`config.mk`:
```
export PLATFORM = sky130hd
export DESIGN_NAME = psram_qspi_ctrl_flat
export DESIGN_NICKNAME = d
export VERILOG_FILES = /design/src/rtl/psram_qspi_ctrl_if.sv /design/src/rtl/psram_qspi_ctrl.sv /design/src/flat_wrapper.sv
export SDC_FILE = /design/constraint.sdc
export NUM_CORES = 1
export LEC_CHECK = 0
export CAP_MARGIN = 20
export CORE_ASPECT_RATIO = 0.6
export CORE_MARGIN = 2
export CORE_UTILIZATION = 25
export DETAILED_ROUTE_END_ITERATION = 8
export PLACE_DENSITY = 0.53
export RECOVER_POWER = 25
export SLEW_MARGIN = 0
export SYNTH_ARGS = -nofsm -noshare
export SYNTH_HDL_FRONTEND = slang
export SYNTH_SLANG_ARGS = --single-unit
```
`constraint.sdc`:
```
create_clock -name clk -period 10.9 [get_ports clk]
set_clock_uncertainty 0.15 [all_clocks]
set_input_delay 3.27 -clock clk [delete_from_list [all_inputs] [get_ports clk]]
set_output_delay 3.27 -clock clk [all_outputs]
set_load 0.03 [all_outputs]
```
`src/rtl/psram_qspi_ctrl_if.sv`:
```
`default_nettype none
// ============================================================================
//  Module   : psram_qspi_ctrl_if
//  Purpose  : Single-word valid/ready memory request bus between the core
//             and the quad-SPI PSRAM controller.
//  Signals  : valid  - request valid, held until ready
//             addr   - 24-bit byte address (addr[1:0] ignored)
//             wdata  - 32-bit write data, little-endian bytes
//             wstrb  - byte strobes, 4'b0000 means read
//             rdata  - read data, valid while ready=1
//             ready  - one-cycle completion pulse
//  Modports : master (request side), slave (controller side)
//  Revision : 1.0 - initial release
// ============================================================================
interface psram_qspi_ctrl_if;
   logic        valid;
   logic [23:0] addr;
   logic [31:0] wdata;
   logic [3:0]  wstrb;
   logic [31:0] rdata;
   logic        ready;

   modport master (output valid, addr, wdata, wstrb, input rdata, ready);
   modport slave  (input valid, addr, wdata, wstrb, output rdata, ready);
endinterface
`default_nettype wire

```
`src/rtl/psram_qspi_ctrl.sv`:
```
`default_nettype none
// ============================================================================
//  Module   : psram_qspi_ctrl
//  Purpose  : Quad-I/O SPI PSRAM initiator. Turns single-word bus requests
//             into EBh quad reads (with dummy clocks) or 38h quad writes.
//  Ports    : clk, rst           - clock, asynchronous active-high reset
//             bus (slave)        - valid/addr/wdata/wstrb/rdata/ready
//             psram_sck_o        - serial clock
//             psram_ce_n_o       - chip enable, active low
//             psram_dio_out_o    - DIO output nibble
//             psram_dio_oe_o     - 1 = controller drives DIO
//             psram_dio_in_i     - DIO input nibble from the pads
//  Options  : PSRAM_RESET_SEQ_EN - issue 66h/99h reset commands after reset
//  Revision : 1.0 - initial release
// ============================================================================
module psram_qspi_ctrl #(
   parameter int DUMMY_CYCLES = 6,
   parameter int CE_HIGH      = 2
) (
   input  wire                 clk,
   input  wire                 rst,
   psram_qspi_ctrl_if.slave    bus,
   output logic                psram_sck_o,
   output logic                psram_ce_n_o,
   output logic [3:0]          psram_dio_out_o,
   output logic                psram_dio_oe_o,
   input  wire  [3:0]          psram_dio_in_i
);

   localparam logic [2:0] S_IDLE   = 3'd0;
   localparam logic [2:0] S_CMD    = 3'd1;
   localparam logic [2:0] S_ADDR   = 3'd2;
   localparam logic [2:0] S_DUMMY  = 3'd3;
   localparam logic [2:0] S_RDATA  = 3'd4;
   localparam logic [2:0] S_WDATA  = 3'd5;
   localparam logic [2:0] S_CEHOLD = 3'd6;

   localparam logic [7:0] C_DUMMY_END = 8'(14 + DUMMY_CYCLES);
   localparam logic [7:0] C_RD_LAST   = 8'(22 + DUMMY_CYCLES);
   localparam logic [7:0] C_HOLD_RST  = 8'(CE_HIGH);
   localparam logic [7:0] C_HOLD_TXN  = 8'(CE_HIGH - 1);
`ifdef PSRAM_RESET_SEQ_EN
   localparam logic [1:0] C_SEQ_INIT  = 2'd2;   // 66h then 99h still to send
`else
   localparam logic [1:0] C_SEQ_INIT  = 2'd0;
`endif

   logic [2:0]  state_q, state_d;
   logic        sck_q, sck_d;
   logic        ready_q, ready_d;
   logic [7:0]  k_q, k_d;              // current SCK clock index (1-based)
   logic [7:0]  last_k_q, last_k_d;    // index of the final SCK clock
   logic [7:0]  hold_q, hold_d;        // remaining ce_n-high cycles
   logic [1:0]  seq_q, seq_d;          // pending PSRAM reset commands
   logic        rstcmd_q, rstcmd_d;    // command-only transaction, no ready
   logic        rd_q, rd_d;
   logic [7:0]  cmd_sr_q, cmd_sr_d;
   logic [23:0] addr_sr_q, addr_sr_d;
   logic [31:0] wr_sr_q, wr_sr_d;
   logic [31:0] rd_sr_q, rd_sr_d;
   logic [31:0] rdata_q, rdata_d;

   logic [1:0]  w_first;
   logic [1:0]  w_last;
   logic [7:0]  w_wr_last;
   logic [31:0] w_wdata_al;
   logic        w_is_rd;
   logic        w_unused;

   function automatic logic [31:0] bswap(input logic [31:0] v);
      return {v[7:0], v[15:8], v[23:16], v[31:24]};
   endfunction

   // Lowest/highest set strobe; write burst spans bytes first..last.
   always_comb begin
      w_first = 2'd0;
      w_last  = 2'd0;
      for (int i = 3; i >= 0; i--) if (bus.wstrb[i]) w_first = 2'(i);
      for (int i = 0; i < 4; i++)  if (bus.wstrb[i]) w_last  = 2'(i);
   end

   assign w_is_rd    = (bus.wstrb == 4'b0000);
   assign w_wr_last  = 8'd16 + {5'd0, (w_last - w_first), 1'b0};
   assign w_wdata_al = bus.wdata >> {w_first, 3'b000};
   assign w_unused   = &{1'b0, bus.addr[1:0]};

   // State register
   always_ff @(posedge clk or posedge rst) begin
      if (rst) begin
         state_q   <= S_IDLE;
         sck_q     <= 1'b0;
         ready_q   <= 1'b0;
         k_q       <= 8'd0;
         last_k_q  <= 8'd0;
         hold_q    <= C_HOLD_RST;
         seq_q     <= C_SEQ_INIT;
         rstcmd_q  <= 1'b0;
         rd_q      <= 1'b0;
         cmd_sr_q  <= 8'd0;
         addr_sr_q <= 24'd0;
         wr_sr_q   <= 32'd0;
         rd_sr_q   <= 32'd0;
         rdata_q   <= 32'd0;
      end else begin
         state_q   <= state_d;
         sck_q     <= sck_d;
         ready_q   <= ready_d;
         k_q       <= k_d;
         last_k_q  <= last_k_d;
         hold_q    <= hold_d;
         seq_q     <= seq_d;
         rstcmd_q  <= rstcmd_d;
         rd_q      <= rd_d;
         cmd_sr_q  <= cmd_sr_d;
         addr_sr_q <= addr_sr_d;
         wr_sr_q   <= wr_sr_d;
         rd_sr_q   <= rd_sr_d;
         rdata_q   <= rdata_d;
      end
   end

   // Next-state logic. Active states alternate SCK rise / fall each clk;
   // outgoing data only advances on the fall, read data is taken on the rise.
   always_comb begin
      state_d   = state_q;
      sck_d     = sck_q;
      ready_d   = 1'b0;
      k_d       = k_q;
      last_k_d  = last_k_q;
      hold_d    = hold_q;
      seq_d     = seq_q;
      rstcmd_d  = rstcmd_q;
      rd_d      = rd_q;
      cmd_sr_d  = cmd_sr_q;
      addr_sr_d = addr_sr_q;
      wr_sr_d   = wr_sr_q;
      rd_sr_d   = rd_sr_q;
      rdata_d   = rdata_q;
      case (state_q)
         S_IDLE: begin
            sck_d = 1'b0;
            if (hold_q != 8'd0) begin
               hold_d = hold_q - 8'd1;
            end else if (seq_q != 2'd0) begin
               state_d  = S_CMD;
               k_d      = 8'd1;
               last_k_d = 8'd8;
               rstcmd_d = 1'b1;
               rd_d     = 1'b0;
               cmd_sr_d = (seq_q == 2'd2) ? 8'h66 : 8'h99;
            end else if (bus.valid) begin
               state_d   = S_CMD;
               k_d       = 8'd1;
               rstcmd_d  = 1'b0;
               rd_d      = w_is_rd;
               cmd_sr_d  = w_is_rd ? 8'hEB : 8'h38;
               addr_sr_d = {bus.addr[23:2], (w_is_rd ? 2'b00 : w_first)};
               wr_sr_d   = bswap(w_wdata_al);
               last_k_d  = w_is_rd ? C_RD_LAST : w_wr_last;
               rd_sr_d   = 32'd0;
            end
         end
         S_CMD, S_ADDR, S_DUMMY, S_RDATA, S_WDATA: begin
            if (!sck_q) begin
               sck_d = 1'b1;
               if (state_q == S_RDATA) rd_sr_d = {rd_sr_q[27:0], psram_dio_in_i};
            end else begin
               sck_d = 1'b0;
               if (k_q == last_k_q) begin
                  state_d = S_CEHOLD;
                  hold_d  = C_HOLD_TXN;
                  if (rstcmd_q) begin
                     seq_d = seq_q - 2'd1;
                  end else begin
                     ready_d = 1'b1;
                     if (rd_q) rdata_d = bswap(rd_sr_q);
                  end
               end else begin
                  k_d = k_q + 8'd1;
                  case (state_q)
                     S_CMD:
                        if (k_q == 8'd8) state_d = S_ADDR;
                        else cmd_sr_d = {cmd_sr_q[6:0], 1'b0};
                     S_ADDR:
                        if (k_q == 8'd14)
                           state_d = !rd_q ? S_WDATA :
                                     (DUMMY_CYCLES == 0) ? S_RDATA : S_DUMMY;
                        else addr_sr_d = {addr_sr_q[19:0], 4'h0};
                     S_DUMMY:
                        if (k_q == C_DUMMY_END) state_d = S_RDATA;
                     S_WDATA:
                        wr_sr_d = {wr_sr_q[27:0], 4'h0};
                     default: ;
                  endcase
               end
            end
         end
         S_CEHOLD: begin
            if (hold_q == 8'd0) state_d = S_IDLE;
            else hold_d = hold_q - 8'd1;
         end
         default: state_d = S_IDLE;
      endcase
   end

   // Output decode
   always_comb begin
      psram_ce_n_o    = 1'b1;
      psram_dio_oe_o  = 1'b0;
      psram_dio_out_o = 4'h0;
      case (state_q)
         S_CMD: begin
            psram_ce_n_o    = 1'b0;
            psram_dio_oe_o  = 1'b1;
            psram_dio_out_o = {3'b000, cmd_sr_q[7]};
         end
         S_ADDR: begin
            psram_ce_n_o    = 1'b0;
            psram_dio_oe_o  = 1'b1;
            psram_dio_out_o = addr_sr_q[23:20];
         end
         S_DUMMY, S_RDATA: begin
            psram_ce_n_o    = 1'b0;
         end
         S_WDATA: begin
            psram_ce_n_o    = 1'b0;
            psram_dio_oe_o  = 1'b1;
            psram_dio_out_o = wr_sr_q[31:28];
         end
         default: ;
      endcase
   end

   assign psram_sck_o = sck_q;
   assign bus.ready   = ready_q;
   assign bus.rdata   = rdata_q;

endmodule
`default_nettype wire

```
`src/flat_wrapper.sv`:
```
// flat-port wrapper written by rule: the top's interface ports become plain ports
module psram_qspi_ctrl_flat 
#(
   parameter int DUMMY_CYCLES = 6,
   parameter int CE_HIGH      = 2
)
  (clk, rst, psram_sck_o, psram_ce_n_o, psram_dio_out_o, psram_dio_oe_o, psram_dio_in_i, bus_valid, bus_addr, bus_wdata, bus_wstrb, bus_rdata, bus_ready);
  psram_qspi_ctrl_if bus_i ();
  input  wire clk;
  input  wire rst;
  output logic psram_sck_o;
  output logic psram_ce_n_o;
  output logic [3:0] psram_dio_out_o;
  output logic psram_dio_oe_o;
  input  wire  [3:0] psram_dio_in_i;
  input wire logic [$bits(bus_i.valid)-1:0] bus_valid;
  input wire logic [$bits(bus_i.addr)-1:0] bus_addr;
  input wire logic [$bits(bus_i.wdata)-1:0] bus_wdata;
  input wire logic [$bits(bus_i.wstrb)-1:0] bus_wstrb;
  output wire logic [$bits(bus_i.rdata)-1:0] bus_rdata;
  output wire logic [$bits(bus_i.ready)-1:0] bus_ready;
  assign bus_i.valid = bus_valid;
  assign bus_i.addr = bus_addr;
  assign bus_i.wdata = bus_wdata;
  assign bus_i.wstrb = bus_wstrb;
  assign bus_rdata = bus_i.rdata;
  assign bus_ready = bus_i.ready;
  psram_qspi_ctrl #(.DUMMY_CYCLES(DUMMY_CYCLES), .CE_HIGH(CE_HIGH)) u_core (.clk(clk), .rst(rst), .bus(bus_i), .psram_sck_o(psram_sck_o), .psram_ce_n_o(psram_ce_n_o), .psram_dio_out_o(psram_dio_out_o), .psram_dio_oe_o(psram_dio_oe_o), .psram_dio_in_i(psram_dio_in_i));
endmodule
```
Yosys cells after proc, flatten, opt, wreduce, memory -nomap -nowiden:

Cells that the tools add are included.

* word-level logic and storage cells: 152
* input bits: 67
* output and inout bits: 40
* register bits after elaboration: 161

* reductions and logical operators: 20
* bitwise gates (word level): 2
* shifts and indexed selects: 1
* equal/unequal tests: 32
* add/sub/neg operators: 5
* mux-type cells: 78

Operator list (number)
* 2-to-1 mux 32 bit: 11
* 2-to-1 mux 24 bit: 7
* 2-to-1 mux 8 bit: 21
* one-hot mux 32 bit (2 select lines): 2
* one-hot mux 24 bit (2 select lines): 1
* one-hot mux 8 bit (2 select lines): 2
* right shift 32 x 5 -> 32 bit: 1
* 2-to-1 mux 3 bit: 10
* one-hot mux 8 bit (3 select lines): 1
* one-hot mux 3 bit (3 select lines): 2
* == test 8 x 4 -> 1 bit (second input constant): 2
* != test 2 x 1 -> 1 bit (second input constant): 8
* != test 2 bit (second input constant): 8
* AND reduction 8 bit: 2
* AND reduction 5 bit: 3
* 2-to-1 mux 2 bit: 7
* AND reduction 7 bit: 2
* 2-to-1 mux 1 bit: 12
* != test 4 x 2 -> 1 bit (second input constant): 3
* one-hot mux 4 bit (3 select lines): 1
* == test 3 bit (second input constant): 3
* adder 8 x 1 -> 8 bit (second input constant): 1
* == test 8 x 5 -> 1 bit (second input constant): 1
* == test 8 bit: 1
* other kinds (22): 26

Depth between registers and ports, before layout:

* word-level depth: 9
* depth in mapped cells: 11
* gate-level depth less buffers: 8

Worst setup path before layout:

No wires, ideal clock.

* path kind: input -> register
* start: input bus_wstrb[2]
* end: register u_core.last_k_q[1]
* data arrival time: 4.880 ns
* path buffers: 3
* setup time: 0.066 ns
* data required time: 10.684 ns
* stages: 9
* path slack: 5.804 ns
* cells stage by stage: nand2b_1 > buf_2 > a21o_1 > buf_4 > inv_2 > buf_2 > ha_1 > o32ai_1 > a22o_1

* longest elaborated chain between the ends: 8
* elaborated cells between the ends (all ways): 11
* those cells by class: 2 x add/sub; 8 x mux; 1 x reduce/logical

Ends and longest elaborated chain
* from (decl): line flat_wrapper.sv:19 `input wire logic [$bits(bus_i.wstrb)-1:0] bus_wstrb;`
* 2-to-1 mux 2 bit (3 in a row): line psram_qspi_ctrl.sv:78 `for (int i = 3; i >= 0; i--) if (bus.wstrb[i]) w_first = 2'(i);`
* subtractor 2 bit: line psram_qspi_ctrl.sv:83 `assign w_wr_last = 8'd16 + {5'd0, (w_last - w_first), 1'b0};`
* adder 5 x 3 -> 6 bit: line psram_qspi_ctrl.sv:83
* 2-to-1 mux 8 bit *: line psram_qspi_ctrl.sv:159 `last_k_d = w_is_rd ? C_RD_LAST : w_wr_last;`
* 2-to-1 mux 8 bit *: line psram_qspi_ctrl.sv:151 `end else if (bus.valid) begin`
* 2-to-1 mux 8 bit *: line psram_qspi_ctrl.sv:144 `end else if (seq_q != 2'd0) begin`
* to (signal assigned): line psram_qspi_ctrl.sv:109 `last_k_q <= last_k_d;`
* to (decl): line psram_qspi_ctrl.sv:52 `logic [7:0] last_k_q, last_k_d;`

Every way passes the cells marked *; elsewhere a longest branch is shown, timed or not. The select of a mux whose other input is x is not followed.
A chain may end at the register's enable or synchronous reset.

Final worst setup path:

* start: register u_core.state_q[2]
* end: output psram_ce_n_o

* longest elaborated chain between the ends: 3
* elaborated cells between the ends (all ways): 7
* those cells by class: 5 x eq/ne; 1 x mux; 1 x reduce/logical

Ends and longest elaborated chain
* from (decl): line psram_qspi_ctrl.sv:48 `logic [2:0] state_q, state_d;`
* from (signal assigned): line psram_qspi_ctrl.sv:105 `state_q <= state_d;`
* == test 3 x 1 -> 1 bit (tied with other cells): line psram_qspi_ctrl.sv:211 `case (state_q)`
* OR reduction 5 bit (no line) *
* 2-to-1 mux 1 bit *: line psram_qspi_ctrl.sv:211
* to (decl): line flat_wrapper.sv:12 `output logic psram_ce_n_o;`

Every way passes the cells marked *; elsewhere a longest branch is shown, timed or not.

==> out/results.tsv <==
stage	metric	value	unit
synthesis	synth_top_family_by_area	simple AND/OR/NAND/NOR gates	
layout	final_area	10230	um^2
clock_network	cts-root-buf	clkbuf_16	
synthesis	synth.avg_cell_area	9.777	um^2
global_routing	grt_max_degree	103	
critical_path	critical_path.startpoint_type	flip-flop	
timing	final-setup-viol-count	0	
floorplanning	initial_core_util	25.42	%
clock_network	clock_latency	440	ps
synthesis	syn-cell-area	8242	um^2
drt	dr.pass1.iters	7	
critical_path	slowest_stage	clkbuf_1	
layout	drive_gt1_share	15.87	%
power_and_ir_drop	p_comb_share	37.4	%
power_and_ir_drop	powerDensity	229.5	nW/um^2
power_and_ir_drop	p_total	2.348	mW
run_status	violations	capacitance limit, slew limit	
global_routing	antenna_found_initial	1	
drt	vias_per_cell	4.653	
timing	setup_tns	0	ps
floorplanning	die_w	238.4	um
clock_network	cts-buffers-inserted	17	
floorplanning	pin_count	107	
layout	multiInputGateArea	3936	um^2
floorplanning	die_h	144.6	um
synthesis	synth_fp_nets	919	
synthesis	synth-compound-area-share	14.89	%
critical_path	worstSetupEndpointType	output port	
critical_path	path_class	reg2out	
placed_design	port_buffers	104	
drt	avgRoutedWirePerCell	16.06	um
synthesis	muxShareOfSynthArea	14.86	%
power_and_ir_drop	leakagePower	4.380	nW
drt	antenna_left	0	
drt	num_vias	6351	
synthesis	synth_fa_ha_area_share	1.366	%
layout	final_common_cell	nand2_1	
critical_path	critical-path-top-delay-family	buffers and inverters	
synthesis	synth_edf_count	0	
placed_design	dp_slack	4299	ps
timing	period_needed	7920	ps
drt	drt_iter0_markers	464	
clock_network	clk_pin_slew	70	ps
synthesis	synthSimpleGateAreaFrac	15.97	%
timing	tightest_slew	4594	ps
timing	hold_viol	0	
timing	worst_slack	2980	ps
power_and_ir_drop	pwr-share-clk	26.0	%
clock_network	clock_path_buffers	2	
critical_path	cp.arrival	4500	ps
placed_design	placed_area	9661	um^2
synthesis	synth.distinct_cells	69	
layout	final_nets	1002	
timing	rsz0062_at_grt	false	
global_routing	grt_pass1_wl	35500	um
layout	regArea	3930	um^2
drt	drc	0	
power_and_ir_drop	p_int	1.452	mW
timing	slew_headroom	-208.0	%
clock_network	ctsHtreeMaxLevel	4	
critical_path	crit_chain	nor3_1 > a21oi_4 > clkbuf_1 > inv_2 > clkdlybuf4s50_1	
placed_design	dp.final_hpwl	15170	um
run_status	status	complete, but fails checks	
power_and_ir_drop	p_sw_share	38.18	%
synthesis	syn_inst	843	
floorplanning	std_cell_rows	51	
synthesis	ys_seq_elements	157	
synthesis	yosysSeqAreaShare	47.68	%
layout	syn_to_final_growth	24.15	%
power_and_ir_drop	netSwitchingPower	896.5	uW
critical_path	critPathMaxFanout	61	
clock_network	cts_setup_buffers	0	
power_and_ir_drop	ir_worst_vdd	115.0	uV
run	maxCapViolCount	4	
clock_network	tritoncts	yes	
min_path	hold_path.class	reg2reg	
synthesis	synth-xor-area-share	0.6376	%
critical_path	cp_slowest_stage_delay	2130	ps
timing	slew_violations	246	
timing	timing.final.crit_share	72.66	%
critical_path	crit_buf_inv	3	
drt	routed_wl	21920	um
floorplanning	core	32420	um^2
layout	fillers	3394	
timing	max_freq	126.3	MHz
synthesis	synth_ff_type	dfrtp_1	
clock_network	cts.sinks	157	
synthesis	synthArstFlopShare	100.0	%
power_and_ir_drop	pwr-share-seq	36.7	%
synthesis	synth_warnings	0	
layout	final_cell_mix	nand2_1, dfrtp_1, clkdlybuf4s50_1, mux2_2, o21ai_0	
global_routing	grt_pass1_vias	6308	
global_routing	overflow	0	
critical_path	required	7480	ps
clock_network	hold_buffers	0	
clock_network	post_cts_resized	0	
floorplanning	fp.dieArea	34480	um^2
placed_design	finalWeightedCongestion	0.8494	
layout	finish.utilization	31.57	%
global_routing	grt_usage	13.32	%
[worst reg2reg max path: stages, from the launching register on]
cell,delay [ps]
dfrtp_1,710
nor3_1,270
a21oi_4,160
clkbuf_1,2130
clkbuf_1,1610
nand4_1,440
nor3_4,230
clkbuf_1,1390
mux2_2,470
[power groups by stage]
stage	clock (mW)	combinational [mW]	sequential, mW
after global placement	0	0.870	0.869
after floorplan	0	0.695	0.818
after CTS	0.633	0.888	0.863
after global routing	0.660	0.988	0.886
final	0.610	0.877	0.861
after detailed placement	0	0.885	0.872
[flip-flops by register name, indices dropped and copies added, names as in the netlist]
signal	flops
u_core.cmd_sr_q	8
u_core.rstcmd_q	1
u_core.rd_q	1
u_core.state_q	3
u_core.last_k_q	4
u_core.bus.rdata	32
u_core.seq_q	2
u_core.addr_sr_q	24
u_core.hold_q	8
u_core.rd_sr_q	32
u_core.bus.ready	1
u_core.psram_sck_o	1
u_core.k_q	8
u_core.wr_sr_q	32
[worst paths after layout]
| check | endpoint | start | depth (start not counted) | slack [ps] |
|---|---|---|---|---|
| worst max-delay path | psram_ce_n_o | u_core.state_q[2] | 5 | 2980 |
| worst min-delay path | u_core.seq_q[0] | u_core.seq_q[0] | 1 | 330 |
| worst max register to register | u_core.bus.rdata[7] | u_core.state_q[2] | 8 | 3220 |
| worst min register to register | u_core.seq_q[0] | u_core.seq_q[0] | 1 | 330 |
| max in group asynchronous | u_core.hold_q[4] | rst | 3 | 3870 |
| min in group asynchronous | u_core.rd_sr_q[30] | rst | 2 | 4530 |
[stage by stage]
step	hold WS, ps	instances
floorplan	294.4	843
global placement	311.2	1330
detailed placement	320.3	1330
CTS	337.4	1362
global route	353.1	1364
finish	334.1	1365
[cell families after synthesis]
| family | after synthesis |
|---|---|
| fa+ha+maj | 9 |
| xor+xnor | 6 |
| buf+inv | 86 |
| compound gates | 186 |
| flops | 157 |
| mux | 111 |
| simple gates | 288 |
[area by class of cell]
type | instances | share of cell area [%]
sequential | 157 | 38.41
multi-input combinational | 600 | 38.47
antenna | 2 | 0.04891
timing repair buffer | 114 | 10.77
clock buffer | 19 | 4.329
inverter | 36 | 1.333
tap | 424 | 5.185
clock inverter | 13 | 1.455
[routing by layer]
layer | wire, um | GRT usage (%)
met5 | 0 | 0
met4 | 179 | 3.684
met3 | 1068 | 3.741
met2 | 8829 | 18.20
met1 | 11840 | 20.09
[cell usage after synthesis (8+ instances only)]
library cell	count	area, um^2
nand3_1	16	80.08
o21ai_0	70	350.3
o22ai_1	10	62.56
buf_2	11	55.05
dfrtp_1	156	3904
clkbuf_1	23	86.33
mux2i_1	20	200.2
mux2_2	89	1002
a211oi_1	18	135.1
a21o_1	10	75.07
a22o_1	11	96.34
ha_1	9	112.6
nor2_1	36	135.1
inv_1	32	120.1
a31oi_1	10	62.56
and2_1	8	50.05
nand2_1	173	649.4
a21oi_1	19	95.09
o31ai_1	12	90.09
No activity file was read; power rests on OpenSTA's default activity.
